**src/rtl/garduino_pio_pkg.sv**
```systemverilog
// Shared constants and bus payload type for the Garduino input PIO blocks.
`timescale 1ns/1ps
package garduino_pio_pkg;

    localparam int unsigned BUS_W  = 32;
    localparam int unsigned ADDR_W = 2;

    localparam logic [ADDR_W-1:0] ADDR_DATA    = 2'd0;
    localparam logic [ADDR_W-1:0] ADDR_RSVD    = 2'd1;
    localparam logic [ADDR_W-1:0] ADDR_IRQMASK = 2'd2;
    localparam logic [ADDR_W-1:0] ADDR_EDGECAP = 2'd3;

    localparam int unsigned EDGE_RISE = 0;
    localparam int unsigned EDGE_FALL = 1;
    localparam int unsigned EDGE_ANY  = 2;

    // Decoded Avalon-MM slave access for one cycle
    typedef struct packed {
        logic [ADDR_W-1:0] address;
        logic              wr;
        logic              rd;
        logic [BUS_W-1:0]  wdata;
    } avs_req_t;

endpackage

```
**src/rtl/garduino_debounce.sv**
```systemverilog
// Single-bit debouncer: accepts a synchronized level only after it has
// differed from the accepted level for DEB_CYCLES consecutive cycles.
`timescale 1ns/1ps
module garduino_debounce #(
    parameter int unsigned DEB_CYCLES = 50000,
    parameter int unsigned CNT_W      = 16
) (
    input  logic clk,
    input  logic reset_n,
    input  logic din_sync,
    output logic stable
);

    localparam logic [CNT_W-1:0] CNT_LAST = CNT_W'(DEB_CYCLES - 1);

    logic [CNT_W-1:0] cnt;

    // Counter only runs while the input disagrees with the accepted level
    always_ff @(posedge clk or negedge reset_n) begin
        if (!reset_n) begin
            cnt    <= '0;
            stable <= 1'b0;
        end else if (din_sync == stable) begin
            cnt <= '0;
        end else if (cnt == CNT_LAST) begin
            stable <= din_sync;
            cnt    <= '0;
        end else begin
            cnt <= cnt + CNT_W'(1);
        end
    end

endmodule

```
**src/rtl/garduino_limit_switch_pio.sv**
```systemverilog
// Avalon-MM input PIO for curtain limit switches: synchronize, debounce,
// capture edges and raise a level interrupt on unmasked captured edges.
`timescale 1ns/1ps
module garduino_limit_switch_pio
    import garduino_pio_pkg::*;
#(
    parameter int unsigned WIDTH      = 3,
    parameter int unsigned DEB_CYCLES = 50000,
    parameter int unsigned EDGE_TYPE  = EDGE_ANY,
    parameter int unsigned CNT_W      = 16
) (
    input  logic             clk,
    input  logic             reset_n,
    input  logic [1:0]       address,
    input  logic             chipselect,
    input  logic             read_n,
    input  logic             write_n,
    input  logic [31:0]      writedata,
    output logic [31:0]      readdata,
    input  logic [WIDTH-1:0] in_port,
    output logic             irq
);

    logic [WIDTH-1:0] s1;
    logic [WIDTH-1:0] s2;
    logic [WIDTH-1:0] stable;
    logic [WIDTH-1:0] stable_d;
    logic [WIDTH-1:0] edge_pulse;
    logic [WIDTH-1:0] w1c_c;
    logic [WIDTH-1:0] irqmask;
    logic [WIDTH-1:0] edgecap;
    logic [BUS_W-1:0] rdata_c;
    avs_req_t         req;

    always_comb begin
        req.address = address;
        req.wr      = chipselect & ~write_n;
        req.rd      = chipselect & ~read_n;
        req.wdata   = writedata;
    end

    // Two-flop synchronizer for the asynchronous switch pins
    always_ff @(posedge clk or negedge reset_n) begin
        if (!reset_n) begin
            s1 <= '0;
            s2 <= '0;
        end else begin
            s1 <= in_port;
            s2 <= s1;
        end
    end

    for (genvar i = 0; i < WIDTH; i++) begin : g_deb
        garduino_debounce #(
            .DEB_CYCLES (DEB_CYCLES),
            .CNT_W      (CNT_W)
        ) u_deb (
            .clk      (clk),
            .reset_n  (reset_n),
            .din_sync (s2[i]),
            .stable   (stable[i])
        );
    end

    always_comb begin
        edge_pulse = '0;
        case (EDGE_TYPE)
            EDGE_RISE: edge_pulse = stable & ~stable_d;
            EDGE_FALL: edge_pulse = ~stable & stable_d;
            default:   edge_pulse = stable ^ stable_d;
        endcase
    end

    always_comb begin
        w1c_c = '0;
        if (req.wr && (req.address == ADDR_EDGECAP)) begin
            w1c_c = req.wdata[WIDTH-1:0];
        end
    end

    always_comb begin
        rdata_c = '0;
        case (req.address)
            ADDR_DATA:    rdata_c = BUS_W'(stable);
            ADDR_IRQMASK: rdata_c = BUS_W'(irqmask);
            ADDR_EDGECAP: rdata_c = BUS_W'(edgecap);
            default:      rdata_c = '0;
        endcase
    end

    // Edge set takes priority over a same-cycle W1C of that bit
    always_ff @(posedge clk or negedge reset_n) begin
        if (!reset_n) begin
            stable_d <= '0;
            irqmask  <= '0;
            edgecap  <= '0;
            readdata <= '0;
            irq      <= 1'b0;
        end else begin
            stable_d <= stable;
            edgecap  <= (edgecap & ~w1c_c) | edge_pulse;
            irq      <= |(edgecap & irqmask);
            if (req.wr && (req.address == ADDR_IRQMASK)) begin
                irqmask <= req.wdata[WIDTH-1:0];
            end
            if (req.rd) begin
                readdata <= rdata_c;
            end
        end
    end

    if (WIDTH < BUS_W) begin : g_unused
        logic unused_wdata;
        assign unused_wdata = ^req.wdata[BUS_W-1:WIDTH];
    end

endmodule
```
**config.mk**
```make
export PLATFORM = sky130hd
export DESIGN_NAME = garduino_limit_switch_pio
export DESIGN_NICKNAME = d
export VERILOG_FILES = /design/src/rtl/garduino_pio_pkg.sv /design/src/rtl/garduino_debounce.sv /design/src/rtl/garduino_limit_switch_pio.sv
export SDC_FILE = /design/constraint.sdc
export NUM_CORES = 1
export LEC_CHECK = 0
export CAP_MARGIN = 30
export CELL_PAD_IN_SITES_DETAIL_PLACEMENT = 1
export CELL_PAD_IN_SITES_GLOBAL_PLACEMENT = 1
export CORE_MARGIN = 1
export CORE_UTILIZATION = 39
export DETAILED_ROUTE_END_ITERATION = 12
export PLACE_DENSITY_LB_ADDON = 0.12
export SLEW_MARGIN = 20
export SYNTH_ARGS = -nofsm -noshare
export SYNTH_HDL_FRONTEND = slang
export SYNTH_SLANG_ARGS = --single-unit
```
**constraint.sdc**
```tcl
create_clock -name clk -period 2.05 [get_ports clk]
set_input_delay 0.3075 -clock clk [delete_from_list [all_inputs] [get_ports clk]]
set_output_delay 0.3075 -clock clk [all_outputs]
set_load 0.02 [all_outputs]
```
==> results.txt <==
The first detailed-routing pass ran for 4 iterations. In this run, the number of DRC markers left after iteration 0 of detailed routing was 39. The overall global routing resource usage came out at 0.1616. The worst setup path is captured at a flop.

The layout filler cell count came out at 961. The worst register-to-register path begins at g_deb[1].u_deb.cnt[12]. The core region is 8382 sq um. From left edge to right edge, the die measures 96.05 microns. The count of non-filler cells in the finished layout is 473. The count of pins over their slew limit is 0. The XOR/XNOR share of the synthesized area is 0.1219. The end of the critical path is g_deb[1].u_deb.stable. The simple-gate share of the synthesized area is 0.2053. The portion of total power attributed to the clock network is 0.383. The via count of the first global-routing pass is 2358. The largest incremental delay on the critical path came out at 420 ps. Tracing the worst setup path back leads to its startpoint at g_deb[1].u_deb.cnt[12]. The number of diodes came out at 0. The upper clock frequency limit came out at 555.3 MHz.

The number of hold-slack violations in the final timing report is 0. The count of antenna-violating nets left after detailed routing is 0. Of the total power, the share spent switching nets is 0.2580. Post-CTS repair changed the size of 0 cells.

Buffers inserted to repair hold after CTS numbered 1. The share of the cycle needed by the critical path after routing came out at 0.8784. Dividing the synthesized area by the synthesized cell count gives 10.36 sq um. The layout overhead on the synthesized area is 11.68%. The flow ran to the end, and the final reports show no timing, DRC or antenna violations. After synthesis the cells add up to 3450 sq um. For this design the total switching power over the nets is 0.7343 mW.

The tree is rooted in a clkbuf_8. Wires add up to 6463 microns. The setup TNS is 0 ps. Counting I/O delays and the setup requirement, the final critical path takes 1801 ps. The number of setup buffers added after CTS is 0. The data required time of the critical path is 2280 ps.

The clock tree synthesis step divided the H-tree into 3 levels. In the final layout, the share of cells above drive strength 1 is 0.09783. The share of total power dissipated in combinational logic is 0.097. The worst-case register-to-register setup slack came out at 250 ps. On the critical path, the stage with the largest delay is an instance of dfrtp_1.

The final weighted congestion in routability-driven placement came out at 0.7625. The number of distinct library cells after synthesis is 28. After synthesis, the largest family of logic cells by area is simple AND/OR/NAND/NOR gates. The setup-violating endpoint count in the final report came out at 0.

The signal on the critical path passes through nor4_1 -> nand3_1 -> nor4_1 -> mux2_2. The total number of clock tree sinks came out at 70. For this run, the post-layout net count is 409.

The I/O pin count is 75. Power spread over the standard cell area amounts to 738.7 nW/um^2. The type of the setup path with the least slack is reg -> reg.

The proportion of power drawn by flip-flops and latches is 0.521. The number of antenna violations at the first check in global routing is 0. The floorplan row count came out at 33. Across all layers, the routed design uses 2333 vias. In this run the deepest clock path goes through 2 buffers.

The global-route congestion overflow total is 0. The die span in y is 96.05 microns. STA classifies the critical path startpoint as a flop.

In this run the critical register-to-register path is captured at g_deb[1].u_deb.stable. The top fanout value on the critical path is 4. In this run, placement finished with an instance count of 457. Clock latency on the worst-skew pair, taken at its later pin, is 340 ps. The min-delay analysis places its worst path in the category reg -> reg. Of the total synthesized cell area, the portion taken by full adders, half adders and majority gates is 0.01088. The count of max-cap constraint violations is 0. Setup repair after global routing left no endpoint under its margin. The maximum number of pins on one net before global-route repair is 71. The total clock buffers created by CTS is 9. The number of synthesis warnings came out at 0. The area fraction in compound gates after synthesis came to 0.03772. The first-pass GRT wire length is 11280 microns. The number of vias per cell is 4.932. Clock skew on the completed layout was measured at 7.679 ps. The worst ir drop on vdd came out at 0.0003104 V. The overall die area is 9225 sq um. The leakage power figure came out at 1.639 nW. The part of the Yosys area used for sequential elements is 0.5078.

The initial core utilization is 0.4116. Synthesis handed over a netlist of 333 instances. In the final routed layout, each cell accounts on average for 13.66 microns. The end-of-flow core utilization came out at 0.4596. The worst hold path was traced through 0 stages. The clock tree from TritonCTS is built. The DRC violations left is 0. Summed over all nets, the half-perimeter wirelength after detailed placement is 4493 microns. The register clock-pin slew on the reported worst setup and hold paths is 80 ps. The multiplexer share of the synthesized area came out at 0.02938. The endpoint arrival time on the critical path is 2040 ps. The internal power consumption is 2.112 mW. The length in cells of the worst reg-to-reg path came out at 4. The count of buffers from port buffering is 16.

The register bit count reported by yosys came out at 70. The cell repeated most along the worst path is nor4_1.
[Yosys cell counts (all sizes together)]
master	number	area, sq um
dfrtp	70	1752
nor2	58	217.7
xnor2	39	341.6
buf	32	251.5
nand2	24	90.09
nand3	18	90.09
nor4	17	106.4
inv	12	45.04
nand4	12	75.07
nor3	10	50.05
mux2	9	101.4
xor2	9	78.83
a22oi	3	22.52
ha	3	37.54
o21ai	3	15.01
o41ai	3	82.58
a222oi	1	10.01
and3	1	6.260
and4	1	8.760
and4b	1	10.01
and4bb	1	12.51
conb	1	3.750
nand2b	1	6.260
nand3b	1	7.510
nor2b	1	6.260
nor4b	1	15.01
or3	1	6.260
[per-stage QoR]
| step | total power [mW] | setup slack (ps) | area (sq um) | hold WS, ps |
|---|---|---|---|---|
| final | 2.846 | 249.2 | 3852 | 355.0 |
| after global routing | 2.987 | 79.37 | 3852 | 358.9 |
| after CTS | 2.897 | 234.0 | 3852 | 356.0 |
| after detailed placement | 1.790 | 235.7 | 3655 | 339.4 |
| after global placement | 1.782 | 296.6 | 3655 | 338.3 |
| after floorplan | 1.708 | 397.6 | 3555 | 11.91 |
[placed cells by master, fill, tap and decap left out, types with 6 or more instances in the layout]
cell | netlist | routed
dfrtp_1 | 70 | 70
nor2_1 | 58 | 58
xnor2_1 | 39 | 39
conb_1 | 1 | 29
nand2_1 | 24 | 24
nand3_1 | 18 | 18
nor4_1 | 17 | 17
clkdlybuf4s50_1 | 0 | 15
nand4_1 | 12 | 12
inv_1 | 12 | 12
nor3_1 | 10 | 10
xor2_1 | 9 | 9
mux2_2 | 9 | 9
clkbuf_8 | 0 | 9
buf_4 | 29 | 6
[worst min path at each step]
stage                        from    endpoint  slack [ps]
after floorplan           reset_n  edgecap[0]          10
after global placement      s1[2]       s2[2]         340
after detailed placement    s1[2]       s2[2]         340
after CTS                   s1[2]       s2[2]         360
after global routing        s1[2]       s2[2]         360
final                       s1[0]       s2[0]         350
[registers in the layout, summed over array words and instances (netlist names)]
| signal | cells |
|---|---|
| edgecap | 3 |
| s1 | 3 |
| irq | 1 |
| g_deb.u_deb.cnt | 48 |
| irqmask | 3 |
| readdata | 3 |
| stable_d | 3 |
| g_deb.u_deb.stable | 3 |
| s2 | 3 |
[layer usage]
| metal | track usage | up-vias | share of wire |
|---|---|---|---|
| met1 | 0.2192 | 1154 | 0.50 |
| met3 | 0.03318 | 10 | 0.029 |
| met5 | 0 | - | 0 |
| li1 | - | 1132 | - |
| met4 | 0.06716 | 0 | 0.018 |
| met2 | 0.2512 | 37 | 0.45 |
[power groups by stage]
stage / Sequential [mW] / Combinational [mW] / Clock, mW
global placement: 1.51 / 0.275 / 0
global route: 1.49 / 0.312 / 1.18
floorplan: 1.52 / 0.189 / 0
finish: 1.48 / 0.276 / 1.09
detailed placement: 1.51 / 0.280 / 0
CTS: 1.48 / 0.283 / 1.13
[cells by family (layout without fill, tap and decap cells)]
kind of cell,count (synthesis),after routing
adders and majority gates,3,3
buffers and inverters,44,51
and+or+nand+nor,148,148
AOI/OAI and AO/OA,10,10
other,1,29
muxes,9,9
xor gates and xnor gates,48,48
DFF,70,70
[worst max-delay path, delay by kind of cell (launching register included)]
family           cells  cell delay, ps
flip-flops           1             420
AND/OR/NAND/NOR      3             910
multiplexers         1             370
[final cells by class]
| cell class | count | area, sq um | area share |
|---|---|---|---|
| Inverter | 12 | 45.04 | 0.01169 |
| Clock inverter | 5 | 60.06 | 0.01559 |
| Clock buffer | 10 | 127.6 | 0.03313 |
| Multi-Input combinational cell | 247 | 1506 | 0.3910 |
| Sequential cell | 70 | 1752 | 0.4547 |
| Tap cell | 105 | 131.4 | 0.03410 |
| Timing Repair Buffer | 24 | 230.2 | 0.05976 |
No activity file was read; power rests on OpenSTA's default activity.
